## src/rtl/tt_ovi_issue_if.sv

```systemverilog
// OVI issue-unit bus: core request/commit, VPU issue/dispatch/completion, completion to core.
// The slave modport is the issue unit; the master modport is the core/VPU side.
interface tt_ovi_issue_if;
   logic        req_valid;
   logic        req_ready;
   logic [31:0] req_inst;
   logic [63:0] req_scalar_opnd;
   logic [39:0] req_vcsr;
   logic        req_vcsr_lmulb2;
   logic [4:0]  req_sb_id;

   logic        sen_valid;
   logic        sen_kill;

   logic        issue_valid;
   logic [31:0] issue_inst;
   logic [4:0]  issue_sb_id;
   logic [63:0] issue_scalar_opnd;
   logic [39:0] issue_vcsr;
   logic        issue_vcsr_lmulb2;
   logic        issue_credit;

   logic [4:0]  dispatch_sb_id;
   logic        dispatch_next_senior;
   logic        dispatch_kill;

   logic        completed_valid;
   logic [4:0]  completed_sb_id;
   logic [4:0]  completed_fflags;
   logic [63:0] completed_dest_reg;
   logic        completed_vxsat;
   logic [13:0] completed_vstart;
   logic        completed_illegal;

   logic        cpl_valid;
   logic [4:0]  cpl_sb_id;
   logic [4:0]  cpl_fflags;
   logic [63:0] cpl_dest_reg;
   logic        cpl_vxsat;
   logic [13:0] cpl_vstart;
   logic        cpl_illegal;

   modport slave (
      input  req_valid, req_inst, req_scalar_opnd, req_vcsr, req_vcsr_lmulb2,
      output req_ready, req_sb_id,
      input  sen_valid, sen_kill,
      output issue_valid, issue_inst, issue_sb_id, issue_scalar_opnd, issue_vcsr, issue_vcsr_lmulb2,
      input  issue_credit,
      output dispatch_sb_id, dispatch_next_senior, dispatch_kill,
      input  completed_valid, completed_sb_id, completed_fflags, completed_dest_reg,
             completed_vxsat, completed_vstart, completed_illegal,
      output cpl_valid, cpl_sb_id, cpl_fflags, cpl_dest_reg, cpl_vxsat, cpl_vstart, cpl_illegal
   );

   modport master (
      output req_valid, req_inst, req_scalar_opnd, req_vcsr, req_vcsr_lmulb2,
      input  req_ready, req_sb_id,
      output sen_valid, sen_kill,
      input  issue_valid, issue_inst, issue_sb_id, issue_scalar_opnd, issue_vcsr, issue_vcsr_lmulb2,
      output issue_credit,
      input  dispatch_sb_id, dispatch_next_senior, dispatch_kill,
      output completed_valid, completed_sb_id, completed_fflags, completed_dest_reg,
             completed_vxsat, completed_vstart, completed_illegal,
      input  cpl_valid, cpl_sb_id, cpl_fflags, cpl_dest_reg, cpl_vxsat, cpl_vstart, cpl_illegal
   );
endinterface

```

## src/rtl/tt_ovi_issue.sv

```systemverilog
// OVI issue unit: credit-gated issue, scoreboard-ID allocation, in-order dispatch, completion relay.
// Define TT_OVI_ISSUE_CHECK_EN to build the sticky protocol checker driving proto_err.
module tt_ovi_issue #(
   parameter int INIT_CREDITS = 4,
   parameter int SB_DEPTH     = 32
) (
   input  logic           clk,
   input  logic           reset_n,
   tt_ovi_issue_if.slave  ovi,
   output logic           proto_err
);
   localparam int CRED_W = $clog2(INIT_CREDITS + 1);
   localparam int PEND_W = $clog2(SB_DEPTH + 1) + 1;
   localparam logic [CRED_W-1:0] CRED_MAX = CRED_W'(INIT_CREDITS);
   localparam logic [4:0]        SB_LAST  = 5'(SB_DEPTH - 1);

   logic [CRED_W-1:0]   credits;
   logic [4:0]          alloc_ptr;
   logic [4:0]          disp_ptr;
   logic [PEND_W-1:0]   pending;
   logic [SB_DEPTH-1:0] busy;
   logic [SB_DEPTH-1:0] busy_nxt;

   logic accept;
   logic sen_any;
   logic do_disp;
   logic do_kill;

   assign ovi.req_ready = (credits != '0) && !busy[alloc_ptr];
   assign ovi.req_sb_id = alloc_ptr;
   assign accept        = ovi.req_valid && ovi.req_ready;
   assign sen_any       = ovi.sen_valid || ovi.sen_kill;
   assign do_disp       = sen_any && (pending != '0);
   assign do_kill       = ovi.sen_kill && (pending != '0);

   // Accept is applied last so it wins over a same-cycle clear of the same ID.
   always_comb begin
      busy_nxt = busy;
      if (ovi.completed_valid) busy_nxt[ovi.completed_sb_id] = 1'b0;
      if (do_kill)             busy_nxt[disp_ptr]            = 1'b0;
      if (accept)              busy_nxt[alloc_ptr]           = 1'b1;
   end

   always_ff @(posedge clk) begin
      if (!reset_n) begin
         credits   <= CRED_MAX;
         alloc_ptr <= '0;
         disp_ptr  <= '0;
         pending   <= '0;
         busy      <= '0;
      end else begin
         busy <= busy_nxt;
         if (accept && !ovi.issue_credit)
            credits <= credits - CRED_W'(1);
         else if (!accept && ovi.issue_credit && (credits != CRED_MAX))
            credits <= credits + CRED_W'(1);
         if (accept)
            alloc_ptr <= (alloc_ptr == SB_LAST) ? 5'd0 : alloc_ptr + 5'd1;
         if (do_disp)
            disp_ptr <= (disp_ptr == SB_LAST) ? 5'd0 : disp_ptr + 5'd1;
         if (accept && !do_disp)
            pending <= pending + PEND_W'(1);
         else if (!accept && do_disp)
            pending <= pending - PEND_W'(1);
      end
   end

   always_ff @(posedge clk) begin
      if (!reset_n) begin
         ovi.issue_valid       <= 1'b0;
         ovi.issue_inst        <= '0;
         ovi.issue_sb_id       <= '0;
         ovi.issue_scalar_opnd <= '0;
         ovi.issue_vcsr        <= '0;
         ovi.issue_vcsr_lmulb2 <= 1'b0;
      end else begin
         ovi.issue_valid <= accept;
         if (accept) begin
            ovi.issue_inst        <= ovi.req_inst;
            ovi.issue_sb_id       <= alloc_ptr;
            ovi.issue_scalar_opnd <= ovi.req_scalar_opnd;
            ovi.issue_vcsr        <= ovi.req_vcsr;
            ovi.issue_vcsr_lmulb2 <= ovi.req_vcsr_lmulb2;
         end
      end
   end

   // Dispatch fields return to zero between pulses; a kill overrides a simultaneous commit.
   always_ff @(posedge clk) begin
      if (!reset_n) begin
         ovi.dispatch_sb_id       <= '0;
         ovi.dispatch_next_senior <= 1'b0;
         ovi.dispatch_kill        <= 1'b0;
      end else begin
         ovi.dispatch_sb_id       <= do_disp ? disp_ptr : 5'd0;
         ovi.dispatch_next_senior <= do_disp && !ovi.sen_kill;
         ovi.dispatch_kill        <= do_kill;
      end
   end

   always_ff @(posedge clk) begin
      if (!reset_n) begin
         ovi.cpl_valid    <= 1'b0;
         ovi.cpl_sb_id    <= '0;
         ovi.cpl_fflags   <= '0;
         ovi.cpl_dest_reg <= '0;
         ovi.cpl_vxsat    <= 1'b0;
         ovi.cpl_vstart   <= '0;
         ovi.cpl_illegal  <= 1'b0;
      end else begin
         ovi.cpl_valid <= ovi.completed_valid;
         if (ovi.completed_valid) begin
            ovi.cpl_sb_id    <= ovi.completed_sb_id;
            ovi.cpl_fflags   <= ovi.completed_fflags;
            ovi.cpl_dest_reg <= ovi.completed_dest_reg;
            ovi.cpl_vxsat    <= ovi.completed_vxsat;
            ovi.cpl_vstart   <= ovi.completed_vstart;
            ovi.cpl_illegal  <= ovi.completed_illegal;
         end
      end
   end

`ifdef TT_OVI_ISSUE_CHECK_EN
   logic err_now;
   assign err_now = (ovi.completed_valid && !busy[ovi.completed_sb_id])
                 || (ovi.issue_credit && (credits == CRED_MAX))
                 || (sen_any && (pending == '0));

   always_ff @(posedge clk) begin
      if (!reset_n)     proto_err <= 1'b0;
      else if (err_now) proto_err <= 1'b1;
   end
`else
   assign proto_err = 1'b0;
`endif

endmodule

```

## src/flat_wrapper.sv

```systemverilog
// flat-port wrapper written by rule: the top's interface ports become plain ports
module tt_ovi_issue_flat 
#(
   parameter int INIT_CREDITS = 4,
   parameter int SB_DEPTH     = 32
)
  (clk, reset_n, proto_err, ovi_req_valid, ovi_req_inst, ovi_req_scalar_opnd, ovi_req_vcsr, ovi_req_vcsr_lmulb2, ovi_req_ready, ovi_req_sb_id, ovi_sen_valid, ovi_sen_kill, ovi_issue_valid, ovi_issue_inst, ovi_issue_sb_id, ovi_issue_scalar_opnd, ovi_issue_vcsr, ovi_issue_vcsr_lmulb2, ovi_issue_credit, ovi_dispatch_sb_id, ovi_dispatch_next_senior, ovi_dispatch_kill, ovi_completed_valid, ovi_completed_sb_id, ovi_completed_fflags, ovi_completed_dest_reg, ovi_completed_vxsat, ovi_completed_vstart, ovi_completed_illegal, ovi_cpl_valid, ovi_cpl_sb_id, ovi_cpl_fflags, ovi_cpl_dest_reg, ovi_cpl_vxsat, ovi_cpl_vstart, ovi_cpl_illegal);
  tt_ovi_issue_if ovi_i ();
  input  logic clk;
  input  logic reset_n;
  output logic proto_err;
  input wire logic [$bits(ovi_i.req_valid)-1:0] ovi_req_valid;
  input wire logic [$bits(ovi_i.req_inst)-1:0] ovi_req_inst;
  input wire logic [$bits(ovi_i.req_scalar_opnd)-1:0] ovi_req_scalar_opnd;
  input wire logic [$bits(ovi_i.req_vcsr)-1:0] ovi_req_vcsr;
  input wire logic [$bits(ovi_i.req_vcsr_lmulb2)-1:0] ovi_req_vcsr_lmulb2;
  output wire logic [$bits(ovi_i.req_ready)-1:0] ovi_req_ready;
  output wire logic [$bits(ovi_i.req_sb_id)-1:0] ovi_req_sb_id;
  input wire logic [$bits(ovi_i.sen_valid)-1:0] ovi_sen_valid;
  input wire logic [$bits(ovi_i.sen_kill)-1:0] ovi_sen_kill;
  output wire logic [$bits(ovi_i.issue_valid)-1:0] ovi_issue_valid;
  output wire logic [$bits(ovi_i.issue_inst)-1:0] ovi_issue_inst;
  output wire logic [$bits(ovi_i.issue_sb_id)-1:0] ovi_issue_sb_id;
  output wire logic [$bits(ovi_i.issue_scalar_opnd)-1:0] ovi_issue_scalar_opnd;
  output wire logic [$bits(ovi_i.issue_vcsr)-1:0] ovi_issue_vcsr;
  output wire logic [$bits(ovi_i.issue_vcsr_lmulb2)-1:0] ovi_issue_vcsr_lmulb2;
  input wire logic [$bits(ovi_i.issue_credit)-1:0] ovi_issue_credit;
  output wire logic [$bits(ovi_i.dispatch_sb_id)-1:0] ovi_dispatch_sb_id;
  output wire logic [$bits(ovi_i.dispatch_next_senior)-1:0] ovi_dispatch_next_senior;
  output wire logic [$bits(ovi_i.dispatch_kill)-1:0] ovi_dispatch_kill;
  input wire logic [$bits(ovi_i.completed_valid)-1:0] ovi_completed_valid;
  input wire logic [$bits(ovi_i.completed_sb_id)-1:0] ovi_completed_sb_id;
  input wire logic [$bits(ovi_i.completed_fflags)-1:0] ovi_completed_fflags;
  input wire logic [$bits(ovi_i.completed_dest_reg)-1:0] ovi_completed_dest_reg;
  input wire logic [$bits(ovi_i.completed_vxsat)-1:0] ovi_completed_vxsat;
  input wire logic [$bits(ovi_i.completed_vstart)-1:0] ovi_completed_vstart;
  input wire logic [$bits(ovi_i.completed_illegal)-1:0] ovi_completed_illegal;
  output wire logic [$bits(ovi_i.cpl_valid)-1:0] ovi_cpl_valid;
  output wire logic [$bits(ovi_i.cpl_sb_id)-1:0] ovi_cpl_sb_id;
  output wire logic [$bits(ovi_i.cpl_fflags)-1:0] ovi_cpl_fflags;
  output wire logic [$bits(ovi_i.cpl_dest_reg)-1:0] ovi_cpl_dest_reg;
  output wire logic [$bits(ovi_i.cpl_vxsat)-1:0] ovi_cpl_vxsat;
  output wire logic [$bits(ovi_i.cpl_vstart)-1:0] ovi_cpl_vstart;
  output wire logic [$bits(ovi_i.cpl_illegal)-1:0] ovi_cpl_illegal;
  assign ovi_i.req_valid = ovi_req_valid;
  assign ovi_i.req_inst = ovi_req_inst;
  assign ovi_i.req_scalar_opnd = ovi_req_scalar_opnd;
  assign ovi_i.req_vcsr = ovi_req_vcsr;
  assign ovi_i.req_vcsr_lmulb2 = ovi_req_vcsr_lmulb2;
  assign ovi_req_ready = ovi_i.req_ready;
  assign ovi_req_sb_id = ovi_i.req_sb_id;
  assign ovi_i.sen_valid = ovi_sen_valid;
  assign ovi_i.sen_kill = ovi_sen_kill;
  assign ovi_issue_valid = ovi_i.issue_valid;
  assign ovi_issue_inst = ovi_i.issue_inst;
  assign ovi_issue_sb_id = ovi_i.issue_sb_id;
  assign ovi_issue_scalar_opnd = ovi_i.issue_scalar_opnd;
  assign ovi_issue_vcsr = ovi_i.issue_vcsr;
  assign ovi_issue_vcsr_lmulb2 = ovi_i.issue_vcsr_lmulb2;
  assign ovi_i.issue_credit = ovi_issue_credit;
  assign ovi_dispatch_sb_id = ovi_i.dispatch_sb_id;
  assign ovi_dispatch_next_senior = ovi_i.dispatch_next_senior;
  assign ovi_dispatch_kill = ovi_i.dispatch_kill;
  assign ovi_i.completed_valid = ovi_completed_valid;
  assign ovi_i.completed_sb_id = ovi_completed_sb_id;
  assign ovi_i.completed_fflags = ovi_completed_fflags;
  assign ovi_i.completed_dest_reg = ovi_completed_dest_reg;
  assign ovi_i.completed_vxsat = ovi_completed_vxsat;
  assign ovi_i.completed_vstart = ovi_completed_vstart;
  assign ovi_i.completed_illegal = ovi_completed_illegal;
  assign ovi_cpl_valid = ovi_i.cpl_valid;
  assign ovi_cpl_sb_id = ovi_i.cpl_sb_id;
  assign ovi_cpl_fflags = ovi_i.cpl_fflags;
  assign ovi_cpl_dest_reg = ovi_i.cpl_dest_reg;
  assign ovi_cpl_vxsat = ovi_i.cpl_vxsat;
  assign ovi_cpl_vstart = ovi_i.cpl_vstart;
  assign ovi_cpl_illegal = ovi_i.cpl_illegal;
  tt_ovi_issue #(.INIT_CREDITS(INIT_CREDITS), .SB_DEPTH(SB_DEPTH)) u_core (.clk(clk), .reset_n(reset_n), .ovi(ovi_i), .proto_err(proto_err));
endmodule
```

## config.mk

```make
export PLATFORM = sky130hd
export DESIGN_NAME = tt_ovi_issue_flat
export DESIGN_NICKNAME = d
export VERILOG_FILES = /design/src/rtl/tt_ovi_issue_if.sv /design/src/rtl/tt_ovi_issue.sv /design/src/flat_wrapper.sv
export SDC_FILE = /design/constraint.sdc
export NUM_CORES = 1
export LEC_CHECK = 0
export ABC_CLOCK_PERIOD_IN_PS = 4780
export CELL_PAD_IN_SITES_DETAIL_PLACEMENT = 0
export CELL_PAD_IN_SITES_GLOBAL_PLACEMENT = 2
export CORE_MARGIN = 2
export CORE_UTILIZATION = 36
export DETAILED_ROUTE_END_ITERATION = 6
export DONT_BUFFER_PORTS = 1
export PLACE_DENSITY_LB_ADDON = 0.1
export SETUP_SLACK_MARGIN = 0.4
export SYNTH_ARGS = -nofsm -noshare
export SYNTH_HDL_FRONTEND = slang
export SYNTH_SLANG_ARGS = --single-unit
export TNS_END_PERCENT = 30
```

## constraint.sdc

```tcl
create_clock -name clk -period 4.78 [get_ports clk]
set_clock_uncertainty 0.15 [all_clocks]
set_input_delay 0.956 -clock clk [delete_from_list [all_inputs] [get_ports clk]]
set_output_delay 0.956 -clock clk [all_outputs]
set_load 0.01 [all_outputs]
```

==> results of run 1 <==
[cell usage in the layout (no fill, tap or decap), types with 5 or more instances in the layout]
| cell type | netlist | routed |
|---|---|---|
| and2_1 | 16 | 16 |
| and3_1 | 8 | 8 |
| o221ai_1 | 9 | 9 |
| dfxtp_1 | 293 | 293 |
| clkinv_2 | 0 | 9 |
| o2111ai_1 | 25 | 25 |
| ha_1 | 16 | 16 |
| a21boi_0 | 28 | 28 |
| clkbuf_1 | 53 | 6 |
| nand3_1 | 8 | 8 |
| a21oi_1 | 11 | 11 |
| nor3_1 | 5 | 5 |
| a21boi_1 | 121 | 121 |
| clkbuf_8 | 0 | 7 |
| clkbuf_16 | 0 | 37 |
| mux2i_1 | 99 | 99 |
| buf_4 | 4 | 7 |
| o21ai_0 | 39 | 39 |
| nor2b_1 | 97 | 97 |
| nor2_1 | 11 | 11 |
| inv_1 | 20 | 20 |
| nand2_1 | 336 | 336 |
| nand3b_1 | 5 | 5 |
| o21ai_1 | 6 | 6 |
[power by group through the flow]
stage               logic, mW  clock network (mW)  registers (mW)
detailed placement       1.28                   0            3.23
floorplan                1.13                   0            3.09
finish                   1.25                2.53            3.16
global route             1.44                2.72            3.20
global placement         1.26                   0            3.23
CTS                      1.28                2.61            3.18
[logic make-up after synthesis]
kind of cell,Yosys count
AOI/OAI and AO/OA,253
xor gates and xnor gates,5
adders and majority gates,18
buffers and inverters,112
DFF,293
muxes,104
other,1
and+or+nand+nor,516
[worst reg2reg max path, cell delays in order (launching register included)]
cell and delay (ns):
dfxtp_1 0.51, buf_4 0.34, mux4_2 0.34, nor2b_1 0.17, nor4_4 0.35, nand4_4 0.15, inv_4 0.08, buf_4 0.69
buf_4 0.72, nor4b_1 0.12, a31oi_1 0.16, nand3_1 0.09
[cell type report]
cell class | instances | area [um2] | share of cell area [%]
clock buffer | 50 | 1040 | 7.88
inverter | 22 | 85.1 | 0.642
timing repair buffer | 8 | 63.8 | 0.481
tap | 442 | 553 | 4.17
sequential | 293 | 5870 | 44.2
multi-input combinational | 897 | 5600 | 42.2
clock inverter | 10 | 52.6 | 0.396
[worst paths after layout]
path                                start                end  slack (ns)
setup / recovery  u_core.ovi.req_sb_id[1]  u_core.credits[2]        0.76
hold / removal            u_core.busy[13]    u_core.busy[13]        0.33
setup reg to reg  u_core.ovi.req_sb_id[1]  u_core.credits[2]        0.76
hold reg to reg           u_core.busy[13]    u_core.busy[13]        0.33
[metal layers]
metal  GRT usage [%]  vias up  share of wire (%)
met1            24.1     3967                 40
met4            7.39        0                3.3
met3            7.88       59                 10
met2            33.2      387                 46
met5               0        -                  0
li1                -     4284                  -
[repair_timing]
item | CTS | global route
buffers inserted | 0 | 0
gates resized for setup | 0 | 1
setup endpoints to repair | 0 | 2
==> flow_summary_export.csv, run 1 <==
group,metric,value,unit
sta,setup-tns-final,0,ns
synth,ys.warnings.count,0,
placed_design,dp_slack,0.596,ns
grt,antenna_found_initial,0,
sta,min_period_over_period,84.2,%
min_path,worst_hold_path_type,"reg2reg",
synth,yosysMostFrequentCell,"nand2_1",
synth,seq_area_frac_synth,48.9,%
synth,ys.flop_type,"dfxtp_1",
grt,first_global_vias,8435,
synth,synthAdderAreaFrac,2.00,%
clock_network,clock-sinks,293,
min_path,min_path_cells,2,
grt,gr-total-overflow,0,
pwr,switching_share,31.9,%
pwr,p_seq_share,45.5,%
routing,vias_per_cell,5.05,
clock_network,cts.clk_slew.worst_paths,0.06,ns
synth,syn-num-nets,1554,
synth,netlist_instances,1302,
clock_network,clock_latency,0.51,ns
routing,route.detailed.drc,0,
floorplanning,ios,482,
clock_network,cts-root-buf,"clkbuf_16",
setup_path,start_kind,"register",
routing,drt_wl_total,36.7,mm
routing,routedWlPerCell,21.3,um
clock_network,htree_levels,2,
synth,yosysUniqueCellTypes,53,
pwr,powerDensity,524,nW/um2
floorplanning,dieArea,34800,um2
sta,max_freq,0.248,GHz
cells_and_area,fin_area,13300,um2
synth,synth_xor_area_share,0.365,%
cells_and_area,diodes,0,
status,status,"completed",
placed_design,place_inst,1662,
sta,hold_viol_final,0,
pwr,power,6.95,mW
floorplanning,coreArea,32700,um2
setup_path,cp_slowest_cell,"buf_4",
sta,relSlewSlack,39.6,%
clock_network,postCtsHoldBufs,0,
sta,layout_setup_ws,0.755,ns
synth,syn_area,12000,um2
cells_and_area,fillers,3279,
clock_network,cts_tree,"yes",
synth,netlist_top_cells_count,"336 x nand2_1, 293 x dfxtp_1, 121 x a21boi_1",
grt,grt_max_degree,293,
synth,synth.area.mux_share,9.10,%
pwr,pwr-share-comb,18.1,%
setup_path,worst-path-buf-inv,4,
sta,setup_viol,0,
clock_network,cts_inserted_buffers,35,
flow_run,maxCapViolations,0,
floorplanning,chipWidth,187,um
setup_path,cpMostUsedCell,"buf_4",
setup_path,crit_required,4.98,ns
routing,first_iter_violations,438,
placed_design,gp_congestion,0.781,
cells_and_area,syn_to_final_growth,10.5,%
setup_path,path_cells,"buf_4 -> mux4_2 -> nor2b_1 -> nor4_4 -> nand4_4 -> inv_4 -> buf_4 -> buf_4 -> nor4b_1 -> a31oi_1 -> nand3_1",
synth,synth-simple-area-share,20.0,%
synth,synth_compound_area_share,15.0,%
setup_path,cp-end-kind,"register",
placed_design,dp_hpwl,24.8,mm
setup_path,path_depth,11,
floorplanning,row_count,66,
pwr,irDropWorstVdd,0.246,mV
setup_path,reg2reg_depth,11,
routing,via_count,8697,
pwr,p_leak,5.05,nW
sta,rsz0062_at_grt,"no",
pwr,p_switching,2.21,mW
clock_network,clk_path_buf_depth,3,
routing,drt.antenna.violating_nets,0,
synth,synth_top_area_share,48.9,%
synth,synthTopCellsByArea,"dfxtp_1 49%, nand2_1 11%, mux2i_1 8.3%",
setup_path,crit_path_max_fanout,83,
cells_and_area,drive_above_1_share,6.09,%
pwr,power_frac_clock,36.4,%
setup_path,crit_type,"reg2reg",
sta,hold-worst-slack,0.335,ns
cells_and_area,layoutNonFillerInstCount,1722,
cells_and_area,nets,1509,
floorplanning,start_util,36.7,%
synth,synth_edf_count,0,
placed_design,placed_area,12200,um2
synth,syn_avg_cell_area,9.22,um2
sta,slew_viol_final,0,
floorplanning,die_h,187,um
grt,grt_pass1_wl,55.2,mm
synth,synth_top_family_by_area,"simple AND/OR/NAND/NOR gates",
sta,fin_crit,4.02,ns
synth,async_flop_share,0,%
routing,firstDrtPassIters,4,
synth,ys_ff_latch,293,
synth,yosys.area.top_type,"dfxtp_1",
grt,grt.total_usage,20.3,%
setup_path,cp_top_family,"buffers and inverters",
placed_design,io_buffers,0,
setup_path,critPathArrivalTime,4.23,ns
setup_path,max_stage_delay,0.71,ns
sta,worst_pin_slew,0.905,ns
pwr,p_int,4.73,mW
cells_and_area,post-route-util,40.5,%
Power figures use the tool's default switching activity.
==> run 2, diff against run 1 <==
--- a/config.mk
+++ b/config.mk
@@ -5,11 +5,11 @@
 export SDC_FILE = /design/constraint.sdc
 export NUM_CORES = 1
 export LEC_CHECK = 0
-export ABC_CLOCK_PERIOD_IN_PS = 4780
+export ABC_CLOCK_PERIOD_IN_PS = 3500
 export CELL_PAD_IN_SITES_DETAIL_PLACEMENT = 0
 export CELL_PAD_IN_SITES_GLOBAL_PLACEMENT = 2
 export CORE_MARGIN = 2
-export CORE_UTILIZATION = 36
+export CORE_UTILIZATION = 32
 export DETAILED_ROUTE_END_ITERATION = 6
 export DONT_BUFFER_PORTS = 1
 export PLACE_DENSITY_LB_ADDON = 0.1
==> constraint.sdc (replaced) <==
create_clock -name clk -period 3.5 [get_ports clk]
set_clock_uncertainty 0.15 [all_clocks]
set_input_delay 0.7 -clock clk [delete_from_list [all_inputs] [get_ports clk]]
set_output_delay 0.7 -clock clk [all_outputs]
set_load 0.01 [all_outputs]
==> run 2 against run 1 <==
Effect of this change: clock power rose by 47%; register-to-register slack lost 0.49 ns; sequential share of layout area down 2.0 points; combinational power rose by 90%; worst setup slack lost 0.49 ns; via count up 2.9%; non-clock buffer count increased by 30; sequential power up 37%; hold slack worse by 0.23 ns; cell area is 4.9% higher; flip-flop and latch count is the same.
==> flow_summary_export.csv, run 2 (same netlist as run 1, synthesis figures left out) <==
group,metric,value,unit
grt,gr-total-overflow,0,
sta,hold_viol_final,0,
setup_path,max_stage_delay,0.50,ns
sta,fin_crit,3.23,ns
pwr,irDropWorstVdd,0.345,mV
cells_and_area,layoutNonFillerInstCount,1782,
floorplanning,ios,482,
setup_path,crit_path_max_fanout,4,
flow_run,maxCapViolations,0,
routing,vias_per_cell,5.02,
pwr,p_leak,5.35,nW
sta,hold-worst-slack,0.100,ns
sta,slew_viol_final,0,
clock_network,htree_levels,2,
clock_network,cts.clk_slew.worst_paths,0.06,ns
routing,route.detailed.drc,0,
routing,routedWlPerCell,22.9,um
floorplanning,chipWidth,198,um
clock_network,cts_inserted_buffers,35,
grt,antenna_found_initial,1,
floorplanning,start_util,32.6,%
clock_network,clock-sinks,293,
placed_design,dp_hpwl,26.3,mm
setup_path,start_kind,"register",
setup_path,crit_type,"reg2reg",
sta,worst_pin_slew,0.982,ns
cells_and_area,drive_above_1_share,10.1,%
setup_path,cp-end-kind,"register",
routing,firstDrtPassIters,5,
placed_design,dp_slack,0.0652,ns
setup_path,cp_top_family,"compound AO/OA/AOI/OAI gates",
cells_and_area,seq_area,5870,um2
cells_and_area,layout_commonest_cell,"nand2_1",
sta,setup-tns-final,0,ns
setup_path,worst-path-buf-inv,5,
cells_and_area,fin_area,13900,um2
clock_network,clock_latency,0.54,ns
cells_and_area,nets,1539,
placed_design,gp_congestion,0.768,
clock_network,postCtsHoldBufs,0,
min_path,worst_hold_path_type,"in2reg",
placed_design,place_inst,1699,
cells_and_area,multi_input_area,5710,um2
routing,drt.antenna.violating_nets,0,
cells_and_area,post-route-util,37.8,%
floorplanning,dieArea,39100,um2
routing,via_count,8947,
pwr,power,10.4,mW
floorplanning,die_h,198,um
cells_and_area,mostFrequentLayoutCells,"336 x nand2_1, 289 x dfxtp_1, 121 x a21boi_1",
sta,layout_setup_ws,0.269,ns
sta,min_period_over_period,92.3,%
grt,grt.total_usage,19.3,%
routing,first_iter_violations,411,
clock_network,cts-root-buf,"clkbuf_16",
status,status,"completed",
setup_path,critPathArrivalTime,3.56,ns
sta,relSlewSlack,34.3,%
sta,rsz0062_at_grt,"yes",
pwr,powerDensity,751,nW/um2
cells_and_area,fillers,3763,
setup_path,cp_slowest_cell,"mux4_2",
clock_network,cts_tree,"yes",
grt,grt_max_degree,293,
placed_design,placed_area,12300,um2
placed_design,io_buffers,0,
setup_path,path_cells,"mux4_2 -> a32o_2 -> nor4_4 -> nand4_4 -> buf_4 -> buf_6 -> buf_8 -> buf_16 -> nor2_4 -> inv_2 -> fa_2 -> a211oi_1 -> a21oi_1 -> nor2b_1",
cells_and_area,syn_to_final_growth,15.9,%
floorplanning,row_count,70,
sta,setup_viol,0,
grt,first_global_vias,8648,
grt,grt_pass1_wl,56.3,mm
routing,drt_wl_total,40.8,mm
floorplanning,coreArea,36800,um2
clock_network,clk_path_buf_depth,3,
sta,max_freq,0.309,GHz
setup_path,crit_required,3.83,ns
-- run 2: routing by layer --
metal	GRT usage (%)	up-vias	part of all wire, %
met5	0	-	0
met4	7.13	0	2.7
met3	7.12	60	9.9
met2	32.4	394	48
met1	22.6	4139	40
li1	-	4354	-
-- run 2: timing repair --
action | CTS | global route
gates cloned | 4 | 2
pin swaps | 14 | 13
endpoints found under the setup margin | 108 | 94
setup buffers | 6 | 7
resized for setup | 13 | 23
-- run 2: layout make-up --
cell class,count,share of cell area (%)
Sequential cell,293,42.2
Multi-Input combinational cell,897,41.0
Inverter,22,0.647
Antenna cell,1,0.0180
Tap cell,468,4.21
Clock inverter,11,1.04
Clock buffer,52,7.41
Timing Repair Buffer,38,3.47
-- run 2: report_power, final --
group,internal (mW),switching [mW],leakage [nW]
Clock,2.27,1.46,0.582
Sequential,3.77,0.573,2.40
Combinational,1.04,1.34,2.36
Total,7.08,3.37,5.35
-- run 2: final timing paths --
path / slack (ns) / endpoint / from / depth (start not counted)
max: 0.27 / u_core.credits[1] / u_core.ovi.req_sb_id[1] / 14
min: 0.10 / u_core.ovi.dispatch_next_senior / ovi_sen_kill / 1
max reg2reg: 0.27 / u_core.credits[1] / u_core.ovi.req_sb_id[1] / 14
min reg2reg: 0.33 / u_core.busy[12] / u_core.busy[12] / 2
==> run 3, diff against run 2 <==
--- a/config.mk
+++ b/config.mk
@@ -8,6 +8,7 @@
 export ABC_CLOCK_PERIOD_IN_PS = 3500
 export CELL_PAD_IN_SITES_DETAIL_PLACEMENT = 0
 export CELL_PAD_IN_SITES_GLOBAL_PLACEMENT = 2
+export CORE_ASPECT_RATIO = 0.75
 export CORE_MARGIN = 2
 export CORE_UTILIZATION = 32
 export DETAILED_ROUTE_END_ITERATION = 6
==> run 3 against run 2 <==
Effect of this change: worst setup slack got worse by 0.027 ns; maximum frequency decreased by 0.84%; first-iteration DRC count increased by 27%; clock-buffer cell count decreased by 1; global-route usage decreased by 0.98 points; critical path depth increased by 1.
==> flow_summary_export.csv, run 3 (same netlist as run 1, synthesis figures left out) <==
group,metric,value,unit
status,status,"completed",
setup_path,cp_slowest_cell,"mux4_2",
sta,setup-tns-final,0,ns
setup_path,crit_type,"reg2reg",
setup_path,path_cells,"buf_6 -> mux4_2 -> nor2b_4 -> nor4_4 -> nand4_4 -> inv_4 -> ha_4 -> inv_6 -> ha_4 -> a21oi_2 -> o21bai_1 -> a21o_1 -> a21oi_2 -> mux2i_1 -> mux2i_1",
floorplanning,coreArea,37000,um2
setup_path,worst-path-buf-inv,3,
flow_run,maxCapViolations,0,
sta,relSlewSlack,40.5,%
setup_path,max_stage_delay,0.48,ns
min_path,worst_hold_path_type,"in2reg",
floorplanning,die_h,172,um
sta,worst_pin_slew,0.892,ns
routing,routedWlPerCell,21.6,um
cells_and_area,syn_to_final_growth,13.7,%
routing,drt_wl_total,39.0,mm
cells_and_area,mostFrequentLayoutCells,"336 x nand2_1, 289 x dfxtp_1, 121 x a21boi_1",
sta,rsz0062_at_grt,"yes",
sta,slew_viol_final,0,
grt,gr-total-overflow,0,
clock_network,cts-root-buf,"clkbuf_16",
cells_and_area,layoutNonFillerInstCount,1808,
setup_path,cp_top_family,"multiplexers",
cells_and_area,fillers,3775,
clock_network,postCtsHoldBufs,0,
min_path,min_path_cells,1,
setup_path,reg2reg_depth,15,
setup_path,crit_path_max_fanout,4,
pwr,irDropWorstVdd,0.333,mV
sta,fin_crit,3.26,ns
clock_network,htree_levels,2,
grt,grt_pass1_wl,54.2,mm
floorplanning,ios,482,
setup_path,start_kind,"register",
grt,grt.total_usage,18.3,%
placed_design,placed_area,12400,um2
routing,vias_per_cell,4.93,
pwr,p_leak,5.17,nW
setup_path,critPathArrivalTime,3.56,ns
clock_network,cts.clk_slew.worst_paths,0.06,ns
clock_network,clk_path_buf_depth,3,
cells_and_area,post-route-util,36.9,%
clock_network,cts_tree,"yes",
grt,antenna_found_initial,1,
sta,max_freq,0.307,GHz
sta,hold_viol_final,0,
clock_network,cts_inserted_buffers,34,
floorplanning,row_count,61,
setup_path,rrSetupSlack,0.24,ns
routing,drt.antenna.violating_nets,0,
cells_and_area,fin_area,13600,um2
floorplanning,start_util,32.4,%
cells_and_area,layout_commonest_cell,"nand2_1",
routing,via_count,8920,
sta,min_period_over_period,93.1,%
placed_design,gp_congestion,0.758,
floorplanning,chipWidth,228,um
routing,firstDrtPassIters,5,
floorplanning,dieArea,39100,um2
sta,setup_viol,0,
pwr,powerDensity,711,nW/um2
clock_network,clock-sinks,293,
placed_design,dp_hpwl,26.2,mm
placed_design,io_buffers,0,
setup_path,crit_required,3.80,ns
routing,first_iter_violations,524,
grt,first_global_vias,8421,
setup_path,cp-end-kind,"register",
cells_and_area,drive_above_1_share,9.06,%
pwr,power,9.71,mW
cells_and_area,nets,1533,
grt,grt_max_degree,293,
routing,route.detailed.drc,0,
clock_network,clock_latency,0.52,ns
placed_design,place_inst,1735,
setup_path,path_depth,15,
run 3: changes by cell type in the layout (fill, tap and decap cells not counted), moves of 2 or more:
cell / change
clkbuf_1: +6
clkbuf_8: -6
bufinv_16: -3
clkbuf_16: -3
buf_12: +2
buf_8: -2
bufbuf_16: -2
run 3: area by class of cell:
cell class / count / area, um2 / area share [%]
clock inverter: 7 / 38.8 / 0.284
clock buffer: 51 / 946 / 6.93
timing repair buffer: 33 / 347 / 2.54
antenna: 1 / 2.50 / 0.0183
sequential: 293 / 5880 / 43.1
tap: 504 / 631 / 4.62
multi-input combinational: 897 / 5720 / 41.9
inverter: 22 / 90.1 / 0.660
run 3: stage by stage:
stage,setup WS (ns),hold slack (ns)
global route,0.0682,0.0902
floorplan,-0.00444,0.297
detailed placement,0.0480,0.325
finish,0.241,0.110
global placement,0.0799,0.323
CTS,0.148,0.0829
run 3: metal layers:
layer  track usage (%)  share of wire, %  vias up
met1              22.3                41     4245
met3              6.49               9.2       57
met2              30.8                48      292
li1                  -                 -     4326
met4              4.77               1.9        0
met5                 0                 0        -
run 3: power breakdown:
part | internal, mW | switching (mW)
clock network | 1.87 | 1.38
logic | 0.903 | 1.23
registers | 3.77 | 0.558
total | 6.54 | 3.17
run 3: timing repair:
| action | in CTS | in global routing |
|---|---|---|
| endpoints found under the setup margin | 39 | 26 |
| pin swaps | 14 | 11 |
| resized for setup | 12 | 18 |
| setup buffers | 7 | 5 |
| gates cloned | 2 | 0 |
run 3: worst paths after layout:
check	start	end
min	ovi_sen_kill	u_core.ovi.dispatch_next_senior
min reg2reg	u_core.busy[12]	u_core.busy[12]
max reg2reg	u_core.ovi.req_sb_id[0]	u_core.pending[6]
max	u_core.ovi.req_sb_id[0]	u_core.pending[6]
run 3: worst reg2reg max path, stage by stage (launching register included):
cell and delay, ns:
dfxtp_4 0.35, buf_6 0.11, mux4_2 0.48, nor2b_4 0.14, nor4_4 0.35, nand4_4 0.14
inv_4 0.09, ha_4 0.16, inv_6 0.05, ha_4 0.21, a21oi_2 0.13, o21bai_1 0.10
a21o_1 0.17, a21oi_2 0.14, mux2i_1 0.23, mux2i_1 0.20
